### src/rtl/multiciclo_control_hs.sv
// Multicycle control FSM for the RV32I multicycle datapath, with handshaking.
// It drives every datapath select and write enable from opcode, funct3 and zero.
// The shared memory completes a transfer only in a cycle where mem_ready is high.
// An optional memory watchdog moves the FSM to HALT. A fault code is latched.
// A count of retired instructions is kept.
//
// State table (state | meaning):
//   0  FETCH    | read IR from mem[PC], PC <= PC+4, CurPC <= PC
//   1  DECODE   | branch target CurPC+imm -> ALURegister, dispatch on opcode
//   2  EXEC_R   | reg op reg
//   3  EXEC_I   | reg op imm
//   4  MEM_ADDR | effective address reg+imm
//   5  MEM_RD   | load data read, waits for mem_ready
//   6  MEM_WR   | store write, waits for mem_ready
//   7  WB_ALU   | rd <= ALURegister
//   8  WB_MEM   | rd <= DataRegister
//   9  BRANCH   | compare, conditional PC <= ALURegister
//   10 JAL      | rd <= PC, PC <= ALURegister
//   11 JALR     | rd <= PC, PC <= reg+imm
//   12 LUI      | pass immediate
//   13 HALT     | stopped, exits only through reset
//
// Ports:
//   clock, reset_n          clock and asynchronous active-low reset
//   opcode, funct3, zero    IR fields and the ALU zero flag
//   mem_ready               the memory completes its current access this cycle
//   mem_*, ir_write, ...    datapath controls (enables are forced low during reset)
//   halted, fault, state    status and debug outputs
//   retired                 count of retired instructions, wraps around
module multiciclo_control_hs #(
  parameter int CNT_W           = 32,
  parameter int MEM_TIMEOUT     = 0,
  parameter int TO_W            = 8,
  parameter bit HALT_ON_ILLEGAL = 1'b1
) (
  input  logic             clock,
  input  logic             reset_n,
  input  logic [6:0]       opcode,
  input  logic [2:0]       funct3,
  input  logic             zero,
  input  logic             mem_ready,
  output logic             mem_addr_sel,
  output logic             mem_read,
  output logic             mem_write,
  output logic             ir_write,
  output logic             cur_pc_write,
  output logic             pc_write,
  output logic             pc_sel,
  output logic             reg_write,
  output logic [1:0]       reg_in_sel,
  output logic [1:0]       alu_a_sel,
  output logic [1:0]       alu_b_sel,
  output logic [1:0]       alu_op,
  output logic             halted,
  output logic [1:0]       fault,
  output logic [3:0]       state,
  output logic [CNT_W-1:0] retired
);

  localparam logic [3:0] S_FETCH    = 4'd0;
  localparam logic [3:0] S_DECODE   = 4'd1;
  localparam logic [3:0] S_EXEC_R   = 4'd2;
  localparam logic [3:0] S_EXEC_I   = 4'd3;
  localparam logic [3:0] S_MEM_ADDR = 4'd4;
  localparam logic [3:0] S_MEM_RD   = 4'd5;
  localparam logic [3:0] S_MEM_WR   = 4'd6;
  localparam logic [3:0] S_WB_ALU   = 4'd7;
  localparam logic [3:0] S_WB_MEM   = 4'd8;
  localparam logic [3:0] S_BRANCH   = 4'd9;
  localparam logic [3:0] S_JAL      = 4'd10;
  localparam logic [3:0] S_JALR     = 4'd11;
  localparam logic [3:0] S_LUI      = 4'd12;
  localparam logic [3:0] S_HALT     = 4'd13;

  localparam int              TO_LIM_I = (MEM_TIMEOUT > 0) ? MEM_TIMEOUT - 1 : 0;
  localparam logic [TO_W-1:0] TO_LIM   = TO_W'(TO_LIM_I);

  logic [3:0]       state_q, state_d;
  logic [1:0]       fault_q, fault_d;
  logic [CNT_W-1:0] retired_q, retired_d;
  logic [TO_W-1:0]  wd_q, wd_d;

  logic mem_read_r, mem_write_r, ir_write_r, cur_pc_write_r, pc_write_r, reg_write_r;
  logic taken, retire, waiting;

  always_comb begin
    state_d        = state_q;
    fault_d        = fault_q;
    retire         = 1'b0;
    mem_addr_sel   = 1'b0;
    mem_read_r     = 1'b0;
    mem_write_r    = 1'b0;
    ir_write_r     = 1'b0;
    cur_pc_write_r = 1'b0;
    pc_write_r     = 1'b0;
    pc_sel         = 1'b0;
    reg_write_r    = 1'b0;
    reg_in_sel     = 2'd0;
    alu_a_sel      = 2'd0;
    alu_b_sel      = 2'd0;
    alu_op         = 2'd0;
    taken          = zero ^ funct3[0] ^ funct3[2];
    case (state_q)
      S_FETCH: begin
        mem_read_r = 1'b1;
        alu_a_sel  = 2'd1;
        alu_b_sel  = 2'd1;
        if (mem_ready) begin
          ir_write_r     = 1'b1;
          pc_write_r     = 1'b1;
          cur_pc_write_r = 1'b1;
          state_d        = S_DECODE;
        end
      end
      S_DECODE: begin
        alu_a_sel = 2'd0;
        alu_b_sel = 2'd2;
        case (opcode)
          7'b0110011:             state_d = S_EXEC_R;
          7'b0010011:             state_d = S_EXEC_I;
          7'b0000011, 7'b0100011: state_d = S_MEM_ADDR;
          7'b1100011:             state_d = S_BRANCH;
          7'b1101111:             state_d = S_JAL;
          7'b1100111:             state_d = S_JALR;
          7'b0110111:             state_d = S_LUI;
          7'b0010111:             state_d = S_WB_ALU;
          7'b1110011: begin
            state_d = S_HALT;
            fault_d = 2'd3;
          end
          default: begin
            // Without halting, an illegal opcode is dropped as an uncounted NOP.
            if (HALT_ON_ILLEGAL) begin
              state_d = S_HALT;
              fault_d = 2'd1;
            end else begin
              state_d = S_FETCH;
            end
          end
        endcase
      end
      S_EXEC_R: begin
        alu_a_sel = 2'd2;
        alu_b_sel = 2'd0;
        alu_op    = 2'd2;
        state_d   = S_WB_ALU;
      end
      S_EXEC_I: begin
        alu_a_sel = 2'd2;
        alu_b_sel = 2'd2;
        alu_op    = 2'd2;
        state_d   = S_WB_ALU;
      end
      S_MEM_ADDR: begin
        alu_a_sel = 2'd2;
        alu_b_sel = 2'd2;
        state_d   = (opcode == 7'b0000011) ? S_MEM_RD : S_MEM_WR;
      end
      S_MEM_RD: begin
        mem_read_r   = 1'b1;
        mem_addr_sel = 1'b1;
        if (mem_ready) state_d = S_WB_MEM;
      end
      S_MEM_WR: begin
        mem_write_r  = 1'b1;
        mem_addr_sel = 1'b1;
        if (mem_ready) begin
          state_d = S_FETCH;
          retire  = 1'b1;
        end
      end
      S_WB_ALU: begin
        reg_write_r = 1'b1;
        reg_in_sel  = 2'd0;
        state_d     = S_FETCH;
        retire      = 1'b1;
      end
      S_WB_MEM: begin
        reg_write_r = 1'b1;
        reg_in_sel  = 2'd2;
        state_d     = S_FETCH;
        retire      = 1'b1;
      end
      S_BRANCH: begin
        alu_a_sel  = 2'd2;
        alu_b_sel  = 2'd0;
        alu_op     = funct3[2] ? 2'd2 : 2'd1;
        pc_sel     = 1'b1;
        // funct3 010/011 are not branches: they retire without redirecting the PC.
        pc_write_r = taken & ~(funct3[2:1] == 2'b01);
        state_d    = S_FETCH;
        retire     = 1'b1;
      end
      S_JAL: begin
        reg_write_r = 1'b1;
        reg_in_sel  = 2'd1;
        pc_write_r  = 1'b1;
        pc_sel      = 1'b1;
        state_d     = S_FETCH;
        retire      = 1'b1;
      end
      S_JALR: begin
        alu_a_sel   = 2'd2;
        alu_b_sel   = 2'd2;
        pc_sel      = 1'b0;
        pc_write_r  = 1'b1;
        reg_write_r = 1'b1;
        reg_in_sel  = 2'd1;
        state_d     = S_FETCH;
        retire      = 1'b1;
      end
      S_LUI: begin
        alu_b_sel = 2'd2;
        alu_op    = 2'd3;
        state_d   = S_WB_ALU;
      end
      S_HALT: begin
        state_d = S_HALT;
      end
      default: begin
        state_d = S_HALT;
        fault_d = 2'd1;
      end
    endcase

    // The watchdog counts only stalled memory cycles. When mem_ready is high
    // the counter clears, so a completing access always beats a timeout.
    waiting = ((state_q == S_FETCH) || (state_q == S_MEM_RD) || (state_q == S_MEM_WR)) && !mem_ready;
    wd_d    = '0;
    if (waiting) begin
      wd_d = wd_q + TO_W'(1);
      if ((MEM_TIMEOUT != 0) && (wd_q == TO_LIM)) begin
        state_d = S_HALT;
        fault_d = 2'd2;
        wd_d    = '0;
      end
    end

    retired_d = retire ? retired_q + CNT_W'(1) : retired_q;
  end

  always_ff @(posedge clock or negedge reset_n) begin
    if (!reset_n) begin
      state_q   <= S_FETCH;
      fault_q   <= 2'd0;
      retired_q <= '0;
      wd_q      <= '0;
    end else begin
      state_q   <= state_d;
      fault_q   <= fault_d;
      retired_q <= retired_d;
      wd_q      <= wd_d;
    end
  end

  // Reset also masks the requests and enables at once, not only at the next edge.
  assign mem_read     = mem_read_r & reset_n;
  assign mem_write    = mem_write_r & reset_n;
  assign ir_write     = ir_write_r & reset_n;
  assign cur_pc_write = cur_pc_write_r & reset_n;
  assign pc_write     = pc_write_r & reset_n;
  assign reg_write    = reg_write_r & reset_n;
  assign halted       = (state_q == S_HALT);
  assign fault        = fault_q;
  assign state        = state_q;
  assign retired      = retired_q;

endmodule

### config.mk
export PLATFORM = sky130hd
export DESIGN_NAME = multiciclo_control_hs
export DESIGN_NICKNAME = d
export VERILOG_FILES = /design/src/rtl/multiciclo_control_hs.sv
export SDC_FILE = /design/constraint.sdc
export NUM_CORES = 1
export LEC_CHECK = 0
export ABC_AREA = 1
export BUFFER_PORTS_ARGS = -buffer_cell sky130_fd_sc_hd__buf_4
export CORE_MARGIN = 2
export CORE_UTILIZATION = 35
export DETAILED_ROUTE_END_ITERATION = 12
export PLACE_DENSITY = 0.62
export SLEW_MARGIN = 30
export SYNTH_ARGS = -nofsm -noshare
export SYNTH_HDL_FRONTEND = slang
export SYNTH_SLANG_ARGS = --single-unit
export TNS_END_PERCENT = 1
### constraint.sdc
create_clock -name clock -period 1.93 [get_ports clock]
set_input_delay 0.193 -clock clock [delete_from_list [all_inputs] [get_ports clock]]
set_output_delay 0.193 -clock clock [all_outputs]
set_load 0.005 [all_outputs]
==> out/metrics.cfg <==
[grt]
globalRouteTotalUtil_pct = 18.8
grt_max_degree = 39
antenna_found_initial = 0
grt_pass1_wl_um = 13100
grt_pass1_vias = 2841
grt_overflow = 0

[synth]
synth_warnings = 0
syn_avg_cell_area_um2 = 6.73
synth_area_leaders = dfrtp_1 34%, nand2_1 20%, nor2_1 9.2%
postSynthCellCount = 418
yosysSeqAreaShare_pct = 33.8
ys_ff_latch = 38
synth-edff-count = 0
synth_area_um2 = 2810
synth_largest_area_cell = dfrtp_1
synth.distinct_cells = 31
yosys-top-cells-count = 152 x nand2_1, 69 x nor2_1, 38 x dfrtp_1
synthArstFlopShare_pct = 100
yosysMostFrequentCell = nand2_1
synth_ff_type = dfrtp_1
synth_top_area_share_pct = 33.8
postSynthNetCount = 433

[detailed_routing]
drt_iter0_drc = 124
drc = 0
vias = 2853
ant_nets = 0
vias_per_cell = 4.79
drt_first_pass_iters = 4
wl_per_cell_um = 12.9
wl_um = 7680

[timing]
fin_skew_ns = 0.0124
drv_slew = 0
period_share_pct = 95.1
max_slew_margin_pct = 66.6
finalSetupViolations = 0
min_period_ns = 1.83
grt_setup_unrepaired = no
setup-tns-final_ns = 0
worstMarginPinSlew_ns = 0.500
fmax_mhz = 545
hold_viol_final = 0

[clock_network]
clkTransAtPathRegs_ns = 0.08
cts_buffer_depth = 2
cts_buffers = 5
htreeDepth = 2
insertion_delay_ns = 0.31
postCtsSetupBuffers = 0
cts_tree = yes
clock_sinks = 38
cts_root_buf = clkbuf_8

[finish]
areaGrowthSynthToFinish_pct = 26.3
drive_above_1_share_pct = 25.1
final_nets = 508
post-route-util_pct = 45.7
antenna_cells = 0
design_area_um2 = 3550

[critical_path]
r2r_slack_ns = 0.23
r2r-start = retired[0]
crit_path_end_kind = output port
crit_arrival_ns = 1.64
critPathLaunchType = flip-flop
criticalPathCategory = flip-flop to output port
critical_path.max_fanout = 9
r2r_end = retired[24]
ff2ff_path_depth = 8
required_ns = 1.74

[placed_design]
hpwl_um = 6100
gp_congestion = 0.902
io_buffers = 68
placed_cell_area_um2 = 3440

[outcome]
status = finished, final reports clean

[die]
fp.dieW_um = 93.6
rows = 32
num_io_pins = 69
core_um2 = 7770
initial_core_util_pct = 36.2
die_height_um = 93.6
dieArea_um2 = 8770

[power]
peakVddDrop_mv = 0.563
p_leak_nw = 1.71
power_mw = 3.11
powerDensity_nw_per_um2 = 876

[min_path]
hold_end = state[2]
whs_path_depth = 4
hold_path.startpoint = mem_ready
worstHoldPathType = input pin to flip-flop

[job]
cap_violations = 0

worst max-delay path, stage by stage, from the launching register on:
cell and delay [ns]:
dfrtp_2 0.47, nor2_1 0.16, inv_1 0.15, nor2_4 0.17
nand2_1 0.09, a31oi_1 0.17, buf_4 0.13
cells in the final DEF, fill, tap and decap left out, types with 2 or more instances in the layout:
master	n
nand2_2	7
dfrtp_1	35
xnor2_1	10
inv_2	6
nor3_1	5
nand2_1	152
nor2_1	67
nor2_4	8
nand3b_1	9
a21oi_1	6
o21ai_0	11
dfrtp_2	3
clkbuf_8	6
xor2_2	2
nand3_1	22
xor2_1	4
nand2_4	2
nand4_1	7
nor2_2	12
buf_4	71
nor2_8	2
inv_1	34
repair_timing:
item	4_1_cts	5_1_grt
pin swaps	0	1
cloned	0	0
hold buffers	1	0
setup endpoints to repair	1	6
gates resized for setup	1	5
hold endpoints to repair	38	0
power by group:
part | internal, mW | total (mW) | switching [mW]
combinational | 0.585 | 1.45 | 0.867
clock | 0.287 | 0.595 | 0.307
sequential | 0.897 | 1.07 | 0.171
metrics by stage:
step | hold WS [ns] | setup WS (ns) | instances
final | 0.216 | 0.0952 | 596
after global routing | 0.234 | 0.00456 | 596
after CTS | 0.217 | 0.0105 | 596
after detailed placement | 0.317 | 0.215 | 587
after global placement | 0.316 | 0.235 | 587
after floorplan | -0.103 | 0.455 | 418
per-layer routing:
| layer | global-route usage, % | wire [um] | share of wire (%) | vias to the layer above |
|---|---|---|---|---|
| li1 | - | - | - | 1453 |
| met1 | 23.3 | 3430 | 45 | 1313 |
| met2 | 32.9 | 3690 | 48 | 77 |
| met3 | 3.95 | 438 | 5.7 | 10 |
| met4 | 5.68 | 121 | 1.6 | 0 |
| met5 | 0 | 0 | 0 | - |
cells by family after synthesis:
kind of cell               synth area share (%)
AOI/OAI and AO/OA                          4.94
xor gates and xnor gates                   5.52
adders and majority gates                 0.445
buffers and inverters                      6.54
DFF                                        33.8
and+or+nand+nor                            48.8
sequential cells by signal, indices dropped and copies added, names as in the netlist:
| name | cells |
|---|---|
| retired | 32 |
| state | 4 |
| fault | 2 |
how the worst max path moves through the flow:
stage                    start           to  slack [ns]  cells past startpoint
finish                state[2]     pc_write         0.1                      6
CTS                   state[1]     pc_write        0.01                      6
global placement    retired[0]  retired[24]        0.24                      8
global route          state[0]     pc_write       0.005                      7
detailed placement  retired[0]  retired[24]        0.22                      8
floorplan             state[2]     ir_write        0.46                      7
cell type report:
class / instances / area [um2]
repair buffers: 72 / 543
clock inverters: 2 / 12.5
multi-input cells: 336 / 1680
clock buffers: 6 / 82.6
well taps: 102 / 128
fillers: 848 / 4210
flip-flops and latches: 38 / 955
inverters: 40 / 150
(Power assumes the default switching activity.)
